$ cat config.mk
export PLATFORM = sky130hd
export DESIGN_NAME = mmio_timer_flat
export DESIGN_NICKNAME = d
export VERILOG_FILES = /design/src/rtl/mmio_timer_if.sv /design/src/rtl/mmio_timer.sv /design/src/flat_wrapper.sv
export SDC_FILE = /design/constraint.sdc
export NUM_CORES = 1
export LEC_CHECK = 0
export BUFFER_PORTS_ARGS = -buffer_cell sky130_fd_sc_hd__buf_2
export CAP_MARGIN = 20
export CORE_AREA = 3 3 91 93
export DETAILED_ROUTE_END_ITERATION = 8
export DIE_AREA = 0 0 94 96
export PLACE_DENSITY = 0.66
export RECOVER_POWER = 50
export SYNTH_ARGS = -nofsm -noshare
export SYNTH_HDL_FRONTEND = slang
export SYNTH_SLANG_ARGS = --single-unit
$ cat constraint.sdc
create_clock -name clk_i -period 2.3 [get_ports clk_i]
set_input_delay 0 -clock clk_i [delete_from_list [all_inputs] [get_ports clk_i]]
set_output_delay 0 -clock clk_i [all_outputs]
set_load 0.03 [all_outputs]
$ cat src/rtl/mmio_timer_if.sv
`default_nettype none
// ============================================================================
// Module      : mmio_timer_if
// Description : Processor-side memory bus bundle for the mmio_timer block.
//               The master (processor/testbench) drives the word address,
//               write data and write strobe. The slave (timer) returns
//               registered read data, the registered address-hit flag that
//               steers the system DIN mux, and the interrupt request.
//   addr  [15:0] word address (from processor ADDR register)
//   wdata [15:0] write data (from processor DOUT register)
//   w            write strobe
//   rdata [15:0] registered read data
//   hit          registered: previous-cycle addr was in range
//   irq          interrupt request
// Revision    : 1.0 - initial release
// ============================================================================
interface mmio_timer_if;
    logic [15:0] addr;
    logic [15:0] wdata;
    logic        w;
    logic [15:0] rdata;
    logic        hit;
    logic        irq;

    modport master (
        output addr,
        output wdata,
        output w,
        input  rdata,
        input  hit,
        input  irq
    );

    modport slave (
        input  addr,
        input  wdata,
        input  w,
        output rdata,
        output hit,
        output irq
    );
endinterface
`default_nettype wire

$ cat src/rtl/mmio_timer.sv
`default_nettype none
// ============================================================================
// Module      : mmio_timer
// Description : Memory-mapped 16-bit interval timer with one-shot and
//               continuous modes, sticky timeout flag, counter snapshot and
//               interrupt output. Read data is registered (one cycle latency).
//   clk_i        system clock, rising edge
//   rst_i        asynchronous active-high reset
//   bus (slave)  addr/wdata/w in, rdata/hit/irq out
//   Register map (offset = addr[1:0]):
//     0 STATUS  R: {14'b0, RUN, TO}        W: clear TO
//     1 CONTROL R: {12'b0, ITO, 2'b0, CONT} W: b0 CONT, b1 START, b2 STOP, b3 ITO
//     2 PERIOD  R/W reload value
//     3 SNAP    R: snapshot                 W: capture COUNT
// Revision    : 1.0 - initial release
// ============================================================================
module mmio_timer #(
    parameter logic [15:0] BASE_ADDR    = 16'h5000,
    parameter logic [15:0] RESET_PERIOD = 16'd0
) (
    input  wire logic     clk_i,
    input  wire logic     rst_i,
    mmio_timer_if.slave   bus
);

    localparam logic [13:0] BASE_WORD = BASE_ADDR[15:2];

    // Registered state
    logic [15:0] count_q,  count_d;
    logic [15:0] period_q, period_d;
    logic [15:0] snap_q,   snap_d;
    logic        run_q,    run_d;
    logic        to_q,     to_d;
    logic        cont_q,   cont_d;
    logic        ito_q,    ito_d;
    logic [15:0] rdata_q,  rdata_d;
    logic        hit_q,    hit_d;

    // Decode
    logic        hit_now;
    logic [1:0]  off;
    logic        wr;
    logic        wr_status;
    logic        wr_ctrl;
    logic        wr_period;
    logic        wr_snap;
    logic        start;
    logic        stop;
    logic        expire;

    assign hit_now   = (bus.addr[15:2] == BASE_WORD);
    assign off       = bus.addr[1:0];
    assign wr        = bus.w & hit_now;
    assign wr_status = wr & (off == 2'd0);
    assign wr_ctrl   = wr & (off == 2'd1);
    assign wr_period = wr & (off == 2'd2);
    assign wr_snap   = wr & (off == 2'd3);
    assign start     = wr_ctrl & bus.wdata[1];
    assign stop      = wr_ctrl & bus.wdata[2];
    assign expire    = run_q & (count_q == 16'd0);

    always_comb begin
        count_d  = count_q;
        run_d    = run_q;
        to_d     = to_q;
        cont_d   = cont_q;
        ito_d    = ito_q;
        period_d = period_q;
        snap_d   = snap_q;
        rdata_d  = 16'h0000;
        hit_d    = hit_now;

        // Read path samples pre-edge register contents; a write cycle
        // therefore returns the old value.
        if (hit_now) begin
            case (off)
                2'd0:    rdata_d = {14'b0, run_q, to_q};
                2'd1:    rdata_d = {12'b0, ito_q, 2'b0, cont_q};
                2'd2:    rdata_d = period_q;
                default: rdata_d = snap_q;
            endcase
        end

        if (wr_ctrl) begin
            cont_d = bus.wdata[0];
            ito_d  = bus.wdata[3];
        end
        if (wr_period) begin
            period_d = bus.wdata;
        end
        // Snapshot takes COUNT as it was before this edge's decrement.
        if (wr_snap) begin
            snap_d = count_q;
        end

        // Expiry sets TO even when START/STOP win the counter; set beats
        // a concurrent STATUS clear.
        if (expire) begin
            to_d = 1'b1;
        end else if (wr_status) begin
            to_d = 1'b0;
        end

        if (stop) begin
            run_d = 1'b0;
        end else if (start) begin
            run_d   = 1'b1;
            count_d = period_q;
        end else if (expire) begin
            if (cont_q) begin
                count_d = period_q;
            end else begin
                run_d = 1'b0;
            end
        end else if (run_q) begin
            count_d = count_q - 16'd1;
        end
    end

    always_ff @(posedge clk_i or posedge rst_i) begin
        if (rst_i) begin
            count_q  <= 16'd0;
            period_q <= RESET_PERIOD;
            snap_q   <= 16'd0;
            run_q    <= 1'b0;
            to_q     <= 1'b0;
            cont_q   <= 1'b0;
            ito_q    <= 1'b0;
            rdata_q  <= 16'd0;
            hit_q    <= 1'b0;
        end else begin
            count_q  <= count_d;
            period_q <= period_d;
            snap_q   <= snap_d;
            run_q    <= run_d;
            to_q     <= to_d;
            cont_q   <= cont_d;
            ito_q    <= ito_d;
            rdata_q  <= rdata_d;
            hit_q    <= hit_d;
        end
    end

    assign bus.rdata = rdata_q;
    assign bus.hit   = hit_q;
    assign bus.irq   = to_q & ito_q;

endmodule
`default_nettype wire

$ cat src/flat_wrapper.sv
// flat-port wrapper written by rule: the top's interface ports become plain ports
module mmio_timer_flat 
#(
    parameter logic [15:0] BASE_ADDR    = 16'h5000,
    parameter logic [15:0] RESET_PERIOD = 16'd0
)
  (clk_i, rst_i, bus_addr, bus_wdata, bus_w, bus_rdata, bus_hit, bus_irq);
  mmio_timer_if bus_i ();
  input  wire logic clk_i;
  input  wire logic rst_i;
  input wire logic [$bits(bus_i.addr)-1:0] bus_addr;
  input wire logic [$bits(bus_i.wdata)-1:0] bus_wdata;
  input wire logic [$bits(bus_i.w)-1:0] bus_w;
  output wire logic [$bits(bus_i.rdata)-1:0] bus_rdata;
  output wire logic [$bits(bus_i.hit)-1:0] bus_hit;
  output wire logic [$bits(bus_i.irq)-1:0] bus_irq;
  assign bus_i.addr = bus_addr;
  assign bus_i.wdata = bus_wdata;
  assign bus_i.w = bus_w;
  assign bus_rdata = bus_i.rdata;
  assign bus_hit = bus_i.hit;
  assign bus_irq = bus_i.irq;
  mmio_timer #(.BASE_ADDR(BASE_ADDR), .RESET_PERIOD(RESET_PERIOD)) u_core (.clk_i(clk_i), .rst_i(rst_i), .bus(bus_i));
endmodule
==> impl_metrics.toml <==
[run_status]
run_status = "finished, final reports clean"

[clock_tree]
clk_pin_slew_worst_setup_hold_paths_ps = 70
numClockSinks = 69
ctsLongestPathBuffers = 2
cts_inserted_buffers = 9
htree_levels = 3
cts_root_buf = "sky130_fd_sc_hd__clkbuf_8"
worstSkewPairLatency_ps = 340
tritoncts = "done"

[hold_path]
hold_path.class = "input port to register"

[place]
detailed_place.area_um2 = 3815
numPortBuffers = 52
hpwlAfterDp_mm = 5.667
place_congestion = 0.8750

[sta]
tns_ps = 0
worst_slew_pin_slew_ps = 1283
max_clock_freq_mhz = 464.8
min_period_ps = 2152
normalized_max_slew_margin_pct = 14.39
number_of_hold_slack_violations_in_the_final_timing_report = 0
finalMaxSlewViolations = 0
final-setup-viol-count = 0
grt_setup_unrepaired = "no"
final_min_period_over_clock_period_pct = 93.55
timing.hold.ws_ps = 70.03
clock-skew-final_ps = 8.906

[worst_setup_path]
crit_path_end_kind = "register"
worst-path-max-fanout = 19
path_class = "register to register"
sort_of_element_at_the_start_of_the_critical_path = "register"
crit_path_cell_trace = "inv_1, ha_1, nor4b_2, nand3b_1, nor3_4, nor2_4, mux2i_1, a2bb2oi_1"
arrival_ps = 2380
worst_path_largest_cell_delay_ps = 540
worst_ep_required_time_ps = 2530
timing.critical_path.slowest_stage_cell = "sky130_fd_sc_hd__nor2_4"

[logic_synthesis]
post_synthesis_net_count = 334
synthCells = 297
synth_top_cells_by_count = "sky130_fd_sc_hd__dfrtp_1, sky130_fd_sc_hd__nor2_1, sky130_fd_sc_hd__mux2i_1"
synth_top_cell_by_area = "sky130_fd_sc_hd__dfrtp_1"
synth_warnings = 0
netlist-cell-type-count = 53
fraction_of_registers_with_async_set_reset_pct = 100.0
yosys_register_bits = 69
ys_top_cells_by_area = "sky130_fd_sc_hd__dfrtp_1, sky130_fd_sc_hd__mux2i_1, sky130_fd_sc_hd__mux2_1, sky130_fd_sc_hd__mux2_2, sky130_fd_sc_hd__nor2_1"
synth_top_area_share_pct = 51.55
ys_seq_area_share_pct = 51.55
synth_edf_count = 0
synthesis.area_um2 = 3349
postSynth.topFlopCell = "sky130_fd_sc_hd__dfrtp_1"
yosysMostFrequentCell = "sky130_fd_sc_hd__dfrtp_1"
syn-mean-instance-area_um2 = 11.28

[cells_and_area]
layout-drive-gt1-share_pct = 23.58
layout.nets = 419
post-route-cell-area_um2 = 4134
antennaDiodeCount = 0
regArea_um2 = 1727
multi_input_area_um2 = 1498
area.growth.synth_to_final_pct = 23.42
number_of_fill_cells_in_the_layout = 721

[pwr]
swShare_pct = 21.37
power.combinational.fraction_pct = 4.8
clkPwrFrac_pct = 40.4
internal_power_mw = 1.739
power_mw = 2.212
p_seq_share_pct = 54.9
peakVddDrop_v = 0.0002283
power_switching_mw = 0.4727
power-per-cell-area_nw_per_um2 = 535.1
static-leakage-power_nw = 2.113

[die]
num_io_pins = 53
die_height_um = 96
dieArea_um2 = 9024
fp.dieW_um = 94
initial_utilization_pct = 44.03
coreArea_um2 = 7607
rows = 32

[route]
drt-pass1-iter-count = 4
drt-vias-per-instance = 5.359
post_drt_wl_per_cell_um = 16.44
drc = 0
drt.antenna.violating_nets = 0
drt_iter0_drc = 159
routed_wirelength_mm = 8.024
vias = 2615

[grt]
globalRoute.totalOverflow = 0
grt_max_degree = 34
antenna_found_initial = 0
global_route_wire_length_before_repair_mm = 13.15
number_of_global_route_vias_before_repair = 2612
grtUsageTotal_pct = 19.40

[run]
drv.max_cap_violation_count = 0
## final cells by class
| cell class | count | share of cell area [%] |
|---|---|---|
| Clock buffer | 14 | 4.177 |
| Clock inverter | 1 | 0.1211 |
| Inverter | 10 | 0.9080 |
| Multi-Input combinational cell | 201 | 36.23 |
| Sequential cell | 69 | 41.77 |
| Tap cell | 102 | 3.087 |
| Timing Repair Buffer | 91 | 13.71 |
## worst paths after layout
check	cells past startpoint	startpoint	end	slack (ps)
worst min-delay path	3	bus_addr[1]	u_core.bus.rdata[3]	70
worst min register to register	1	u_core.snap_q[3]	u_core.snap_q[3]	500
worst max register to register	8	u_core.count_q[1]	u_core.count_q[11]	150
min in group asynchronous	3	rst_i	u_core.period_q[11]	560
max in group asynchronous	4	rst_i	u_core.count_q[9]	610
worst max-delay path	8	u_core.count_q[1]	u_core.count_q[11]	150
## metal layers
metal / global-route usage (%) / up-vias / wire length, µm
li1: - / 1250 / -
met1: 25.20 / 1299 / 3657
met2: 31.05 / 53 / 3902
met3: 3.909 / 13 / 295
met4: 9.507 / 0 / 168
met5: 0 / - / 0
## flip-flops by register name (all words and copies together), names as in the netlist
register,count
u_core.bus.rdata,16
u_core.count_q,16
u_core.period_q,16
u_core.snap_q,16
u_core.bus.hit,1
u_core.cont_q,1
u_core.ito_q,1
u_core.run_q,1
u_core.to_q,1
## critical path: cells and delay by family (launching register included)
family	cells	cell delay [ps]
flops	1	420
mux	1	290
simple gates	4	930
fa+ha+maj	1	180
compound gates	1	90
buf+inv	1	110
## metrics by stage
step	setup slack (ps)	util, %	instances
floorplan	145.4	-	297
global placement	92.42	50.15	455
detailed placement	123.9	50.15	455
CTS	114.6	54.85	488
global route	3.712	54.34	488
finish	148.3	54.34	488
## power groups by stage
stage | Sequential [mW] | Combinational, mW | Clock (mW)
global route | 1.21 | 0.118 | 0.976
global placement | 1.24 | 0.0841 | 0
floorplan | 1.24 | 0.0394 | 0
detailed placement | 1.24 | 0.0866 | 0
finish | 1.21 | 0.105 | 0.893
CTS | 1.21 | 0.110 | 0.917
## what timing repair did
action,CTS,global route
buffers inserted,0,0
hold buffers,18,0
endpoints found under the hold margin,50,0
resized for setup,0,1
endpoints found under the setup margin,0,4
## cell families after synthesis
group | Yosys count | share of synthesized area, %
buffers and inverters | 27 | 3.512
AO/OA/AOI/OAI | 51 | 9.638
multiplexers | 60 | 19.54
flip-flops | 69 | 51.55
AND/OR/NAND/NOR | 88 | 15.02
adder cells (fa/ha/maj) | 2 | 0.7470
## cell usage in the layout, fill, tap and decap left out, types with 6 or more instances in the layout
master and instances:
sky130_fd_sc_hd__dfrtp_1 69, sky130_fd_sc_hd__buf_2 34, sky130_fd_sc_hd__nor2_1 28, sky130_fd_sc_hd__mux2i_1 26, sky130_fd_sc_hd__clkbuf_1 21, sky130_fd_sc_hd__mux2_1 20
sky130_fd_sc_hd__dlygate4sd3_1 18, sky130_fd_sc_hd__buf_4 18, sky130_fd_sc_hd__nand2_1 14, sky130_fd_sc_hd__mux2_2 13, sky130_fd_sc_hd__clkbuf_8 12, sky130_fd_sc_hd__o21ai_0 11
sky130_fd_sc_hd__o21ai_1 10, sky130_fd_sc_hd__inv_1 9, sky130_fd_sc_hd__nor3_1 9, sky130_fd_sc_hd__a21oi_1 6
(Power assumes the default switching activity.)
